[src/rtl/gpu_fill_rect.sv]
// Rectangle fill scanner: latches two corners and walks every pixel inside them in raster
// order, one pixel per clock, then pulses done_o for a single cycle.
module gpu_fill_rect #(
    parameter int unsigned WIDTH_BITS  = 10,
    parameter int unsigned HEIGHT_BITS = 9
) (
    input  logic                   clk,
    input  logic                   n_rst,
    input  logic [WIDTH_BITS-1:0]  x1_i,
    input  logic [HEIGHT_BITS-1:0] y1_i,
    input  logic [WIDTH_BITS-1:0]  x2_i,
    input  logic [HEIGHT_BITS-1:0] y2_i,
    input  logic                   start_i,
    output logic [WIDTH_BITS-1:0]  x_o,
    output logic [HEIGHT_BITS-1:0] y_o,
    output logic                   busy_o,
    output logic                   done_o
);

    typedef enum logic [1:0] {
        StIdle,
        StFill,
        StDone
    } state_e;

    state_e                 state_q, state_d;
    logic [WIDTH_BITS-1:0]  xmin_q, xmin_d, xmax_q, xmax_d, x_q, x_d;
    logic [HEIGHT_BITS-1:0] ymin_q, ymin_d, ymax_q, ymax_d, y_q, y_d;
    logic                   busy_q, busy_d, done_q, done_d;

    logic [WIDTH_BITS-1:0]  in_xmin, in_xmax;
    logic [HEIGHT_BITS-1:0] in_ymin, in_ymax;

    // Corner ordering, so either corner pair describes the same rectangle.
    always_comb begin
        in_xmin = (x1_i < x2_i) ? x1_i : x2_i;
        in_xmax = (x1_i < x2_i) ? x2_i : x1_i;
        in_ymin = (y1_i < y2_i) ? y1_i : y2_i;
        in_ymax = (y1_i < y2_i) ? y2_i : y1_i;
    end

    always_comb begin
        state_d = state_q;
        xmin_d  = xmin_q;
        xmax_d  = xmax_q;
        ymin_d  = ymin_q;
        ymax_d  = ymax_q;
        x_d     = x_q;
        y_d     = y_q;
        busy_d  = 1'b0;
        done_d  = 1'b0;
        unique case (state_q)
            StIdle: begin
                if (start_i) begin
                    xmin_d  = in_xmin;
                    xmax_d  = in_xmax;
                    ymin_d  = in_ymin;
                    ymax_d  = in_ymax;
                    x_d     = in_xmin;
                    y_d     = in_ymin;
                    busy_d  = 1'b1;
                    state_d = StFill;
                end
            end
            StFill: begin
                // Equality against the latched maxima keeps edge-touching rectangles from wrapping.
                if (x_q == xmax_q) begin
                    if (y_q == ymax_q) begin
                        done_d  = 1'b1;
                        state_d = StDone;
                    end else begin
                        x_d    = xmin_q;
                        y_d    = y_q + 1'b1;
                        busy_d = 1'b1;
                    end
                end else begin
                    x_d    = x_q + 1'b1;
                    busy_d = 1'b1;
                end
            end
            StDone: begin
                state_d = StIdle;
            end
            default: begin
                state_d = StIdle;
            end
        endcase
    end

    always_ff @(posedge clk or negedge n_rst) begin
        if (!n_rst) begin
            state_q <= StIdle;
            xmin_q  <= '0;
            xmax_q  <= '0;
            ymin_q  <= '0;
            ymax_q  <= '0;
            x_q     <= '0;
            y_q     <= '0;
            busy_q  <= 1'b0;
            done_q  <= 1'b0;
        end else begin
            state_q <= state_d;
            xmin_q  <= xmin_d;
            xmax_q  <= xmax_d;
            ymin_q  <= ymin_d;
            ymax_q  <= ymax_d;
            x_q     <= x_d;
            y_q     <= y_d;
            busy_q  <= busy_d;
            done_q  <= done_d;
        end
    end

    assign x_o    = x_q;
    assign y_o    = y_q;
    assign busy_o = busy_q;
    assign done_o = done_q;

endmodule

[config.mk]
export PLATFORM = sky130hd
export DESIGN_NAME = gpu_fill_rect
export DESIGN_NICKNAME = d
export VERILOG_FILES = /design/src/rtl/gpu_fill_rect.sv
export SDC_FILE = /design/constraint.sdc
export NUM_CORES = 1
export LEC_CHECK = 0
export CORE_ASPECT_RATIO = 1.4
export CORE_MARGIN = 2
export CORE_UTILIZATION = 54
export CTS_CLUSTER_SIZE = 24
export DETAILED_ROUTE_END_ITERATION = 6
export PLACE_DENSITY = 0.78
export SLEW_MARGIN = 20
export SYNTH_ARGS = -nofsm -noshare
export SYNTH_HDL_FRONTEND = slang
export SYNTH_SLANG_ARGS = --single-unit
export TNS_END_PERCENT = 1
[constraint.sdc]
create_clock -name clk -period 2.6 [get_ports clk]
set_clock_uncertainty 0.05 [all_clocks]
set_input_delay 0.26 -clock clk [delete_from_list [all_inputs] [get_ports clk]]
set_output_delay 0.26 -clock clk [all_outputs]
set_load 0.03 [all_outputs]
Word-level counts from Yosys, hierarchy flattened
Index checks and enable logic that the tools add are counted.

Add/sub/neg operators: 2. $mul: 0. Div/mod/pow operators: 0. Order comparisons: 2. Equal/unequal tests: 8. Shift operators: 0. Muxes and demuxes: 23. Bitwise operators: 0. Reductions and logical operators: 6.

Operators by type and width (number): $mux 10 (5); $mux 9 (5); $pmux 10 s2 (1); $pmux 9 s2 (1); $add 10x1->10 const B (1); $eq 10x10->1 (1); $lt 10x10->1 (1); $add 9x1->9 const B (1); $eq 9x9->1 (1); $lt 9x9->1 (1); $ne 2x2->1 const B (4); $mux 1 (6); $mux 2 (3); $reduce_and 3->1 (2); $pmux 2 s2 (1); $reduce_and 4->1 (1); $ne 3x3->1 const B (1); $eq 2x1->1 const B (1); $logic_not 2->1 (1); $pmux 1 s2 (1); $reduce_and 2->1 (1); $reduce_bool 2->1 (1).

Register bits: 52. Latch bits: 0. Memory bits (writable): 0. Memory bits (read-only): 0. Output and inout port bits: 21. Word-level logic and storage cells: 49. Memories: 0.

Logic depth before layout (Yosys ltp)
Gate-level depths: netlist of the first run.

Word-level depth: 4. Mapped depth: 10.

Worst setup path after synthesis of the first run
OpenSTA, ideal clock, no wires.

Path type: input -> register. From: input port x2_i[3]. To: register xmax_q[9]. Setup time: 0.132 ns. Arrival time: 1.986 ns. Data required time: 2.418 ns. Slack: 0.432 ns. Stages on the path: 10. Buffers on the path: 2. Path through: inv_1 -> ha_1 -> a211o_1 -> a21oi_2 -> o21ai_2 -> a221oi_4 -> buf_6 -> buf_8 -> mux2i_1 -> o21ai_1.

Word-level cells in the longest chain between the ends: 2.

RTL lines: start, declared (RTL line 11) `input logic [WIDTH_BITS-1:0] x2_i,`; $lt 10x10->1 (RTL line 37) `in_xmax = (x1_i < x2_i) ? x2_i : x1_i;`; $mux 10 (RTL line 37); end signal, assigned (RTL line 104) `xmax_q <= xmax_d;`; end, declared (RTL line 27) `logic [WIDTH_BITS-1:0] xmin_q, xmin_d, xmax_q, xmax_d, x_q, x_d;`.

Every way passes these cells. A chain may end at the register's enable or synchronous reset.

Worst setup path in the final report of the first run
From: input port x2_i[3]. To: register xmin_q[5].

Word-level cells in the longest chain between the ends: 2.

RTL lines: $lt 10x10->1 (RTL line 36) `in_xmin = (x1_i < x2_i) ? x1_i : x2_i;`; $mux 10 (RTL line 36); end signal, assigned (RTL line 103) `xmin_q <= xmin_d;`; end, declared (RTL line 27).

Every way passes these cells.

==> results.md, run 1 <==
- WP data arrival: 2550 ps
- First-pass GRT wire length: 15700 µm
- Die area: 7490 µm²
- Worst-Skew Late Latency: 310 ps
- Clock tree sinks: 52
- FP Rows: 35
- Slew Limit Fails: 0
- # Max-Cap Violations: 0
- Setup CP Type: in -> reg
- Via/cell ratio: 6.01
- Hpwl dp: 7110 µm
- Area growth from synthesis to layout: 25.6%
- Clk slew on worst S/H paths: 100 ps
- Pleak: 0.00218 µW
- Routed wire length: 9300 µm
- DR WL/cell: 17.1 µm
- Clk buf depth: 2
- Hold crit path type: in -> async
- Unrepaired setup endpoints after global routing: false
- Slew margin rel.: 0.582
- Port Buffer Count: 61
- CTS tree: done
- Commonest cells in the netlist: 52 x dfrtp_1, 39 x mux2i_1, 37 x nand2_1
- Antenna cell count: 0
- Status: finished, final reports clean
- H-tree depth: 2
- Leading area contributor after synthesis: dfrtp_1
- Post-synth EDFFs: 0
- Maximum VDD drop: 0.227 mV
- Crit share post-route: 0.936
- Clk root buf: clkbuf_8
- Syn_area_per_cell: 9.40 µm²
- Worst Path Max Fanout: 12
- Most numerous cell in the Yosys netlist: dfrtp_1
- Final Power: 1610 µW
- Remaining global-route overflow: 0
- CP startpoint kind: primary input
- Fin area: 4610 µm²
- Flops & latches, synth: 52
- Layout cell share with drive strength beyond 1: 0.115
- Compound-gate portion of the synthesized area: 0.196
- Drt pass-1 iters: 4
- Placed insts: 536
- Vias: 3272
- Largest family of logic cells by synthesized area: compound AO/OA/AOI/OAI gates
- Final Net Count: 530
- CP cell instances: clkdlybuf4s50_1 > inv_1 > ha_1 > a211o_1 > a21oi_2 > o21ai_2 > a221oi_4 > buf_6 > buf_4 > mux2i_1 > o21ai_1
- Core Region: 6570 µm²
- Initial antenna violation count: 0
- Tmin final: 2430 ps
- Power Dens Cells: 349 nW/µm²
- Pint: 1180 µW
- Setup violators final: 0
- Largest net degree at the start of global routing: 68
- Routability cong.: 0.849
- Critical path required time: 2720 ps
- CP max stage cell: clkdlybuf4s50_1
- # Post-CTS Setup Buffers: 0
- Syn. warnings: 0
- Reg power frac: 0.502
- Synthesized area: 3670 µm²
- Syn Nets: 451
- Mux cell area share after synthesis: 0.106
- Combinational share of power: 0.216
- Worst R2R End: x_o[6]
- RR Startpoint: x_o[9]
- DRC: 0
- Peak Freq: 411 MHz
- Simple-gate portion of the synthesized area: 0.151
- Synth Area in Adders: 0.0647
- Dpl cell area: 4520 µm²
- Synth Flop Type: dfrtp_1
- Endpoint type of the worst setup path: register
- Net Sw Power: 431 µW
- Sequential share of the synthesized area: 0.354
- Initial Util: 0.559
- Worst R2R Path Depth: 7
- GRT Total Usage: 0.267
- Synth top area cells: dfrtp_1 35%, mux2i_1 11%, ha_1 6.5%, xnor2_1 3.8%, nand2_1 3.8%
- Synth cell types: 57
- Clock power frac: 0.282
- Final hold violations: 0
- Post-synth ARST share: 1.00
- Yosys top cell area share: 0.354
- TNS Setup: 0 ps
- Final non-filler cell total: 544
- Synth Area in XOR/XNOR: 0.0664
- Vias in the first global route: 3463
- Initial DRC Count: 128
- Io pins: 62
- Cells after Synth: 391
- Switching share of power: 0.268
- Antenna viol nets, final: 0
- Max incr delay on CP: 480 ps
- Chip height: 102 µm
- Slew @ Worst Pin: 627 ps
- Die width: 73.7 µm
- Total CTS buffers: 5
- Reg2Reg Setup Slack: 280 ps
[area by class of cell]
class	count	area [µm²]
inverters	22	82.6
flip-flops and latches	52	1300
clock buffers	6	72.6
clock inverters	1	5.00
multi-input cells	294	2150
well taps	74	92.6
fillers	527	1960
repair buffers	95	908
[layout by cell type (no fill, tap or decap), types with 2 or more instances in the layout]
cell,instances
a21oi_1,16
o211ai_1,3
mux2i_1,39
or3_1,2
nor3b_1,2
nand4_1,4
inv_1,22
xor2_1,10
a221oi_1,2
o21ai_1,21
o21ai_0,21
o221ai_1,2
o21a_1,2
nor3_1,13
ha_1,19
o32a_1,7
and4_1,3
nand2_1,36
a311oi_1,2
a21o_1,6
and2_1,2
nor4_1,2
dfrtp_1,52
clkbuf_8,5
a211oi_1,4
clkdlybuf4s50_1,60
and3_1,11
nor4_2,2
buf_4,28
a211o_1,2
buf_6,2
nand2b_1,4
nor2_1,7
buf_12,3
xnor2_1,16
nand3_1,11
o211a_1,2
[worst max path at each step]
stage	start	end	slack (ps)	cells after the start
2_1_floorplan	x2_i[3]	xmax_q[9]	430	10
3_3_place_gp	x2_i[3]	xmax_q[2]	-110	11
3_5_place_dp	x2_i[3]	xmin_q[5]	-180	11
4_1_cts	x2_i[3]	xmin_q[5]	130	11
5_1_grt	x2_i[3]	xmax_q[5]	20	11
6_report	x2_i[3]	xmin_q[5]	170	11
[metrics by stage]
step / utilization / setup WS, ps / hold slack (ps)
after floorplan: - / 432 / -85.6
after global placement: 0.688 / -107 / 210
after detailed placement: 0.688 / -183 / 211
after CTS: 0.701 / 131 / 415
after global routing: 0.702 / 20.0 / 443
final: 0.702 / 167 / 403
[state kept, by name, summed over array words and instances, names as in the netlist]
signal,flops
busy_o,1
done_o,1
state_q,2
x_o,10
xmax_q,10
xmin_q,10
y_o,9
ymax_q,9
[kinds of logic (layout without fill, tap and decap cells)]
family / Yosys count / count (layout)
AOI/OAI and AO/OA: 104 / 104
xor gates and xnor gates: 27 / 27
adders and majority gates: 19 / 19
buffers and inverters: 45 / 124
DFF: 52 / 52
muxes: 39 / 39
and+or+nand+nor: 105 / 105
[repair_timing]
action                                  4_1_cts  5_1_grt
hold buffers                                  1        0
resized for setup                             0        3
hold endpoints to repair                     52        0
endpoints found under the setup margin        0        4
[worst max-delay path, delay by kind of cell]
family | cells | cell delay [ps]
mux | 1 | 200
compound gates | 5 | 870
fa+ha+maj | 1 | 300
buf+inv | 4 | 920
[layer usage]
metal / wire length (µm) / share of wire / track usage / vias to the layer above
li1: - / - / - / 1584
met1: 3620 / 0.39 / 0.290 / 1572
met2: 5060 / 0.54 / 0.508 / 90
met3: 273 / 0.029 / 0.0318 / 26
met4: 349 / 0.038 / 0.113 / 0
met5: 0 / 0 / 0 / -
[power groups by stage]
stage / clock network (µW) / registers (µW) / logic, µW
2_1_floorplan: 0 / 824 / 172
3_3_place_gp: 0 / 824 / 335
3_5_place_dp: 0 / 824 / 343
4_1_cts: 459 / 808 / 346
5_1_grt: 492 / 808 / 384
6_report: 453 / 808 / 348
Note: power is estimated with default switching activity, not from simulation.
==> run 2: changes to the inputs <==
--- a/config.mk
+++ b/config.mk
@@ -11,6 +11,7 @@
 export CTS_CLUSTER_SIZE = 24
 export DETAILED_ROUTE_END_ITERATION = 6
 export PLACE_DENSITY = 0.78
+export RECOVER_POWER = 100
 export SLEW_MARGIN = 20
 export SYNTH_ARGS = -nofsm -noshare
 export SYNTH_HDL_FRONTEND = slang
==> run 2 against run 1 <==
- highest routed layer unchanged
- cell count stayed put
- count of clock-buffer cells in the layout stayed put
- largest power group unchanged
- the run now ends with max-capacitance violations, max-slew violations left
- non-clock buffer count stayed put
- worst setup slack worse by 1.5 ps
- via count hardly changed
==> results.md, run 2 (synthesis results as in run 1) <==
- Status: finished with violations
- Failing checks: max-capacitance violations, max-slew violations
- WP data arrival: 2550 ps (about the same)
- CP startpoint kind: primary input
- Vias: 3271 (-0.031%)
- Total CTS buffers: 5 (unchanged)
- Most common cell after layout, fill and taps aside: dfrtp_1
- Antenna viol nets, final: 0 (unchanged)
- Clk buf depth: 2 (unchanged)
- Largest net degree at the start of global routing: 68 (unchanged)
- First-pass GRT wire length: 15700 µm (unchanged)
- Drt pass-1 iters: 4 (unchanged)
- Setup violators final: 0 (unchanged)
- Area growth from synthesis to layout: 24.9%
- Clk root buf: clkbuf_8
- Worst-Skew Late Latency: 300 ps (about the same)
- Initial Util: 0.559 (unchanged)
- Initial antenna violation count: 0 (unchanged)
- Final Net Count: 530 (unchanged)
- Chip height: 102 µm (unchanged)
- Endpoint type of the worst setup path: register
- Core Region: 6570 µm² (unchanged)
- Unrepaired setup endpoints after global routing: false
- Routability cong.: 0.849 (unchanged)
- Tmin final: 2430 ps (+1.54 ps)
- Clk slew on worst S/H paths: 90 ps (about the same)
- Pleak: 0.00221 µW (+1.2%)
- Initial DRC Count: 127 (-0.78%)
- Critical path required time: 2720 ps (about the same)
- Routed wire length: 9270 µm (-0.35%)
- Setup CP Type: in -> reg
- Final hold violations: 0 (unchanged)
- DRC: 0 (unchanged)
- Die width: 73.7 µm (unchanged)
- Antenna cell count: 0 (unchanged)
- Layout cell share with drive strength beyond 1: 0.106 (-0.00851)
- Remaining global-route overflow: 0 (unchanged)
- Power Dens Cells: 349 nW/µm² (+0.14%)
- Hpwl dp: 7110 µm (unchanged)
- Worst Path Max Fanout: 12 (unchanged)
- Hold crit path type: reg -> reg
- Clock tree sinks: 52 (unchanged)
- Final Util: 0.699 (-0.00362)
- Most frequent cells in the layout: 52 x dfrtp_1, 39 x mux2i_1, 39 x clkdlybuf4s50_1
- Vias in the first global route: 3463 (unchanged)
- DR WL/cell: 17.0 µm (-0.35%)
- Crit share post-route: 0.936 (about the same)
- CTS tree: done
- H-tree depth: 2 (unchanged)
- Port Buffer Count: 61 (unchanged)
- Maximum VDD drop: 0.227 mV (-0.22%)
- Slew Limit Fails: 32 (+32)
- Io pins: 62 (unchanged)
- Peak Freq: 411 MHz (about the same)
- Dpl ws: -183 ps (unchanged)
- GRT Total Usage: 0.267 (unchanged)
- Post-route setup slack: 165 ps (-1.54 ps)
- Slew margin rel.: -0.162 (-0.744)
- Via/cell ratio: 6.01 (about the same)
- FP Rows: 35 (unchanged)
- Slew @ Worst Pin: 1740 ps (+1120 ps)
- # Max-Cap Violations: 1 (+1)
- Die area: 7490 µm² (unchanged)
-- run 2: cell types whose count changed in the layout (fill, tap and decap cells not counted) --
| cell | before | now |
|---|---|---|
| a31oi_1 | 1 | 2 |
| a31oi_2 | 1 | 0 |
| buf_4 | 28 | 24 |
| clkbuf_1 | 1 | 3 |
| clkbuf_2 | 0 | 1 |
| clkbuf_4 | 0 | 1 |
| clkdlybuf4s50_1 | 60 | 39 |
| dlygate4sd3_1 | 1 | 22 |
| nor2_1 | 7 | 8 |
| nor2_4 | 1 | 0 |
| o21ai_0 | 21 | 27 |
| o21ai_1 | 21 | 15 |
-- run 2: path summary, 6_finish.rpt --
path	slack [ps]	end	cells past startpoint	startpoint
setup / recovery	170	xmin_q[5]	11	x2_i[3]
hold / removal	440	xmin_q[1]	2	xmin_q[1]
setup reg to reg	240	y_o[1]	6	y_o[2]
hold reg to reg	440	xmin_q[1]	2	xmin_q[1]
max in group asynchronous	500	xmin_q[7]	3	n_rst
min in group asynchronous	730	xmin_q[3]	3	n_rst
-- run 2: through the flow --
step           hold WS [ps]  area (µm²)  total power (µW)  std cells  TNS [ps]
5_1_grt                 478        4590              1680        544         0
2_1_floorplan         -85.6        3670               996        391         0
6_report                442        4590              1600        544         0
4_1_cts                 415        4610              1610        544         0
3_5_place_dp            211        4520              1170        536     -3480
3_3_place_gp            210        4520              1160        536     -2080
-- run 2: per-layer routing --
| layer | routed length (µm) | share of wire | track usage |
|---|---|---|---|
| met3 | 333 | 0.036 | 0.0318 |
| met5 | 0 | 0 | 0 |
| met1 | 3510 | 0.38 | 0.290 |
| met4 | 349 | 0.038 | 0.113 |
| met2 | 5070 | 0.55 | 0.508 |
-- run 2: worst max-delay path, cell delays in order --
cell and delay, ps:
clkdlybuf4s50_1 480, inv_1 70, ha_1 300, a211o_1 270
a21oi_2 130, o21ai_2 80, a221oi_4 310, buf_6 220
buf_4 150, mux2i_1 200, o21ai_1 80
-- run 2: area by class of cell --
cell class | count | area, µm²
Clock buffer | 6 | 72.6
Tap cell | 74 | 92.6
Clock inverter | 1 | 5.00
Multi-Input combinational cell | 294 | 2140
Sequential cell | 52 | 1300
Timing Repair Buffer | 95 | 898
Inverter | 22 | 82.6
Fill cell | 536 | 1980
-- run 2: power by group --
part           switching [µW]  internal (µW)
Sequential                  0            808
Clock                     267            184
Combinational             161            183
Total                     428           1170
-- run 2: repair_timing --
item / in CTS / in global routing
setup endpoints to repair: 0 / 4
endpoints found under the hold margin: 52 / 0
gates resized for setup: 0 / 3
hold buffers: 1 / 0
setup buffers: 0 / 0
==> run 3: changes to the inputs <==
--- a/config.mk
+++ b/config.mk
@@ -10,7 +10,7 @@
 export CORE_UTILIZATION = 54
 export CTS_CLUSTER_SIZE = 24
 export DETAILED_ROUTE_END_ITERATION = 6
-export PLACE_DENSITY = 0.78
+export PLACE_DENSITY_LB_ADDON = 0.1
 export RECOVER_POWER = 100
 export SLEW_MARGIN = 20
 export SYNTH_ARGS = -nofsm -noshare
==> run 3 against run 2 <==
- the run still ends with max-capacitance violations, max-slew violations left
- register-to-register slack about the same
- critical path depth unchanged
- first-iteration DRC count decreased by 14%
- via count decreased by 1.3%
- sequential share of layout area decreased by 0.29 points
- sequential power about the same
- global-route usage decreased by 0.30 points
- design area increased by 1.0%
- die area unchanged
- fmax decreased by 0.67%
==> results.md, run 3 (synthesis results as in run 1) <==
- Status: finished with violations
- Failing checks: max-capacitance violations, max-slew violations
- Final hold violations: 0 (unchanged)
- Pleak: 0.00223 µW (+1.1%)
- DR WL/cell: 16.9 µm (-0.86%)
- CP startpoint kind: primary input
- Antenna cell count: 0 (unchanged)
- Vias: 3229 (-1.3%)
- Worst Min Path Start: xmin_q[7]
- Routability cong.: 0.864 (+1.8%)
- Critical path required time: 2730 ps (about the same)
- Clock tree sinks: 52 (unchanged)
- Top cell by count, worst path: buf_4
- Vias in the first global route: 3381 (-2.4%)
- Worst R2R Path Depth: 7 (+1)
- Port Buffer Count: 61 (unchanged)
- Max incr delay on CP: 490 ps (about the same)
- CP max stage cell: clkdlybuf4s50_1
- Via/cell ratio: 5.92 (-1.5%)
- DRC: 0 (unchanged)
- First-pass GRT wire length: 15300 µm (-2.8%)
- Initial Util: 0.559 (unchanged)
- Chip height: 102 µm (unchanged)
- Antenna viol nets, final: 0 (unchanged)
- Worst Path Max Fanout: 7 (-5)
- # Max-Cap Violations: 1 (unchanged)
- WP data arrival: 2580 ps (+30 ps)
- Placed insts: 536 (unchanged)
- Power Dens Cells: 379 nW/µm² (+8.6%)
- Routed wire length: 9210 µm (-0.68%)
- Clk slew on worst S/H paths: 100 ps (about the same)
- Slew @ Worst Pin: 1560 ps (-182 ps)
- Io pins: 62 (unchanged)
- Crit share post-route: 0.943 (+0.00630)
- Routed met2 length: 4980 µm (-1.9%)
- Drt pass-1 iters: 4 (unchanged)
- Most frequent cells in the layout: 52 x dfrtp_1, 39 x mux2i_1, 39 x clkdlybuf4s50_1
- Worst R2R End: x_o[3]
- FP Rows: 35 (unchanged)
- Largest net degree at the start of global routing: 68 (unchanged)
- Layout cell share with drive strength beyond 1: 0.113 (+0.00614)
- Final hold slack: 441 ps (-1.85 ps)
- Wire length on met1: 3550 µm (+1.0%)
- Hpwl dp: 7040 µm (-1.0%)
- Met3 wire len: 291 µm (-13%)
- Peak Freq: 408 MHz (-0.67%)
- Slew Limit Fails: 27 (-16%)
- Top Layer Used: met4
- Hold Path End: xmin_q[7]
- Area growth from synthesis to layout: 26.2%
- Final Net Count: 530 (unchanged)
- Clk buf depth: 2 (unchanged)
- Slew margin rel.: -0.0407 (+0.122)
- Initial antenna violation count: 0 (unchanged)
- Most common cell after layout, fill and taps aside: dfrtp_1
- Endpoint type of the worst setup path: register
- H-tree depth: 2 (unchanged)
- Tmin final: 2450 ps (+16.4 ps)
- Initial DRC Count: 109 (-14%)
- RR Startpoint: x_o[9]
- Final Util: 0.706 (+0.00724)
- Final Power: 1760 µW (+9.7%)
- WHS Path Cells: 2 (unchanged)
- Maximum VDD drop: 0.350 mV (+54%)
- CP cell instances: clkdlybuf4s50_1 > inv_1 > ha_1 > a211o_1 > a21oi_2 > o21ai_2 > a221oi_4 > buf_4 > buf_4 > mux2i_1 > o21ai_1
- Core Region: 6570 µm² (unchanged)
- Final non-filler cell total: 545 (+0.18%)
- Dpl cell area: 4530 µm² (+0.28%)
- Setup violators final: 0 (unchanged)
- Unrepaired setup endpoints after global routing: false
- # Post-CTS Setup Buffers: 0 (unchanged)
- Clk root buf: clkbuf_8
- Fin area: 4640 µm² (+1.0%)
- Hold crit path type: reg -> reg
- Total CTS buffers: 5 (unchanged)
- Die area: 7490 µm² (unchanged)
- Setup CP Type: in -> reg
- Worst-Skew Late Latency: 310 ps (about the same)
- Reg2Reg Setup Slack: 230 ps (about the same)
- CTS tree: done
- GRT Total Usage: 0.264 (-0.00300)
- Die width: 73.7 µm (unchanged)
- Remaining global-route overflow: 0 (unchanged)
-- run 3: cell count changes in the layout (fill, tap and decap cells not counted), sizes merged --
| cell | delta |
|---|---|
| clkinv | -1 |
| clkbuf | +1 |
| bufinv | +1 |
-- run 3: what timing repair did --
item / CTS / global route
setup endpoints to repair: 0 / 1
endpoints found under the hold margin: 26 / 0
resized for setup: 0 / 1
hold buffers: 1 / 0
-- run 3: worst max-delay path: cells and delay by family --
| family | cells | cell delay, ps |
|---|---|---|
| AO/OA/AOI/OAI | 5 | 900 |
| adder cells (fa/ha/maj) | 1 | 300 |
| multiplexers | 1 | 190 |
| buffers and inverters | 4 | 920 |
-- run 3: area by class of cell --
class | count | area [µm²]
clock buffer | 7 | 96.3
tap | 74 | 92.6
inverter | 22 | 82.6
multi-input combinational | 294 | 2140
fill | 537 | 1930
sequential | 52 | 1300
timing repair buffer | 95 | 898
clock inverter | 1 | 30.0
-- run 3: where the power goes --
group	leakage, µW	total (µW)	switching, µW	internal [µW]
combinational	0.00148	337	158	179
sequential	0.000691	808	0	808
clock	0.0000645	613	273	340
total	0.00223	1760	432	1330
-- run 3: layer usage --
metal  GRT usage  vias to the layer above
li1            -                     1585
met1       0.282                     1538
met2       0.495                       80
met3      0.0289                       26
met4       0.140                        0
met5           0                        -
-- run 3: worst max-delay path by stage --
stage,cells after the start,to,slack (ps),startpoint
global placement,11,xmax_q[2],-120,x2_i[3]
detailed placement,11,xmax_q[3],-160,x2_i[3]
global route,11,xmax_q[3],20,x2_i[3]
floorplan,10,xmax_q[9],430,x2_i[3]
finish,11,xmin_q[2],150,x2_i[3]
CTS,11,xmax_q[3],170,x2_i[3]
-- run 3: through the flow --
step	setup WS [ps]	setup TNS (ps)
floorplan	432	0
global placement	-121	-2300
detailed placement	-164	-3210
CTS	173	0
global route	19.0	0
finish	149	0
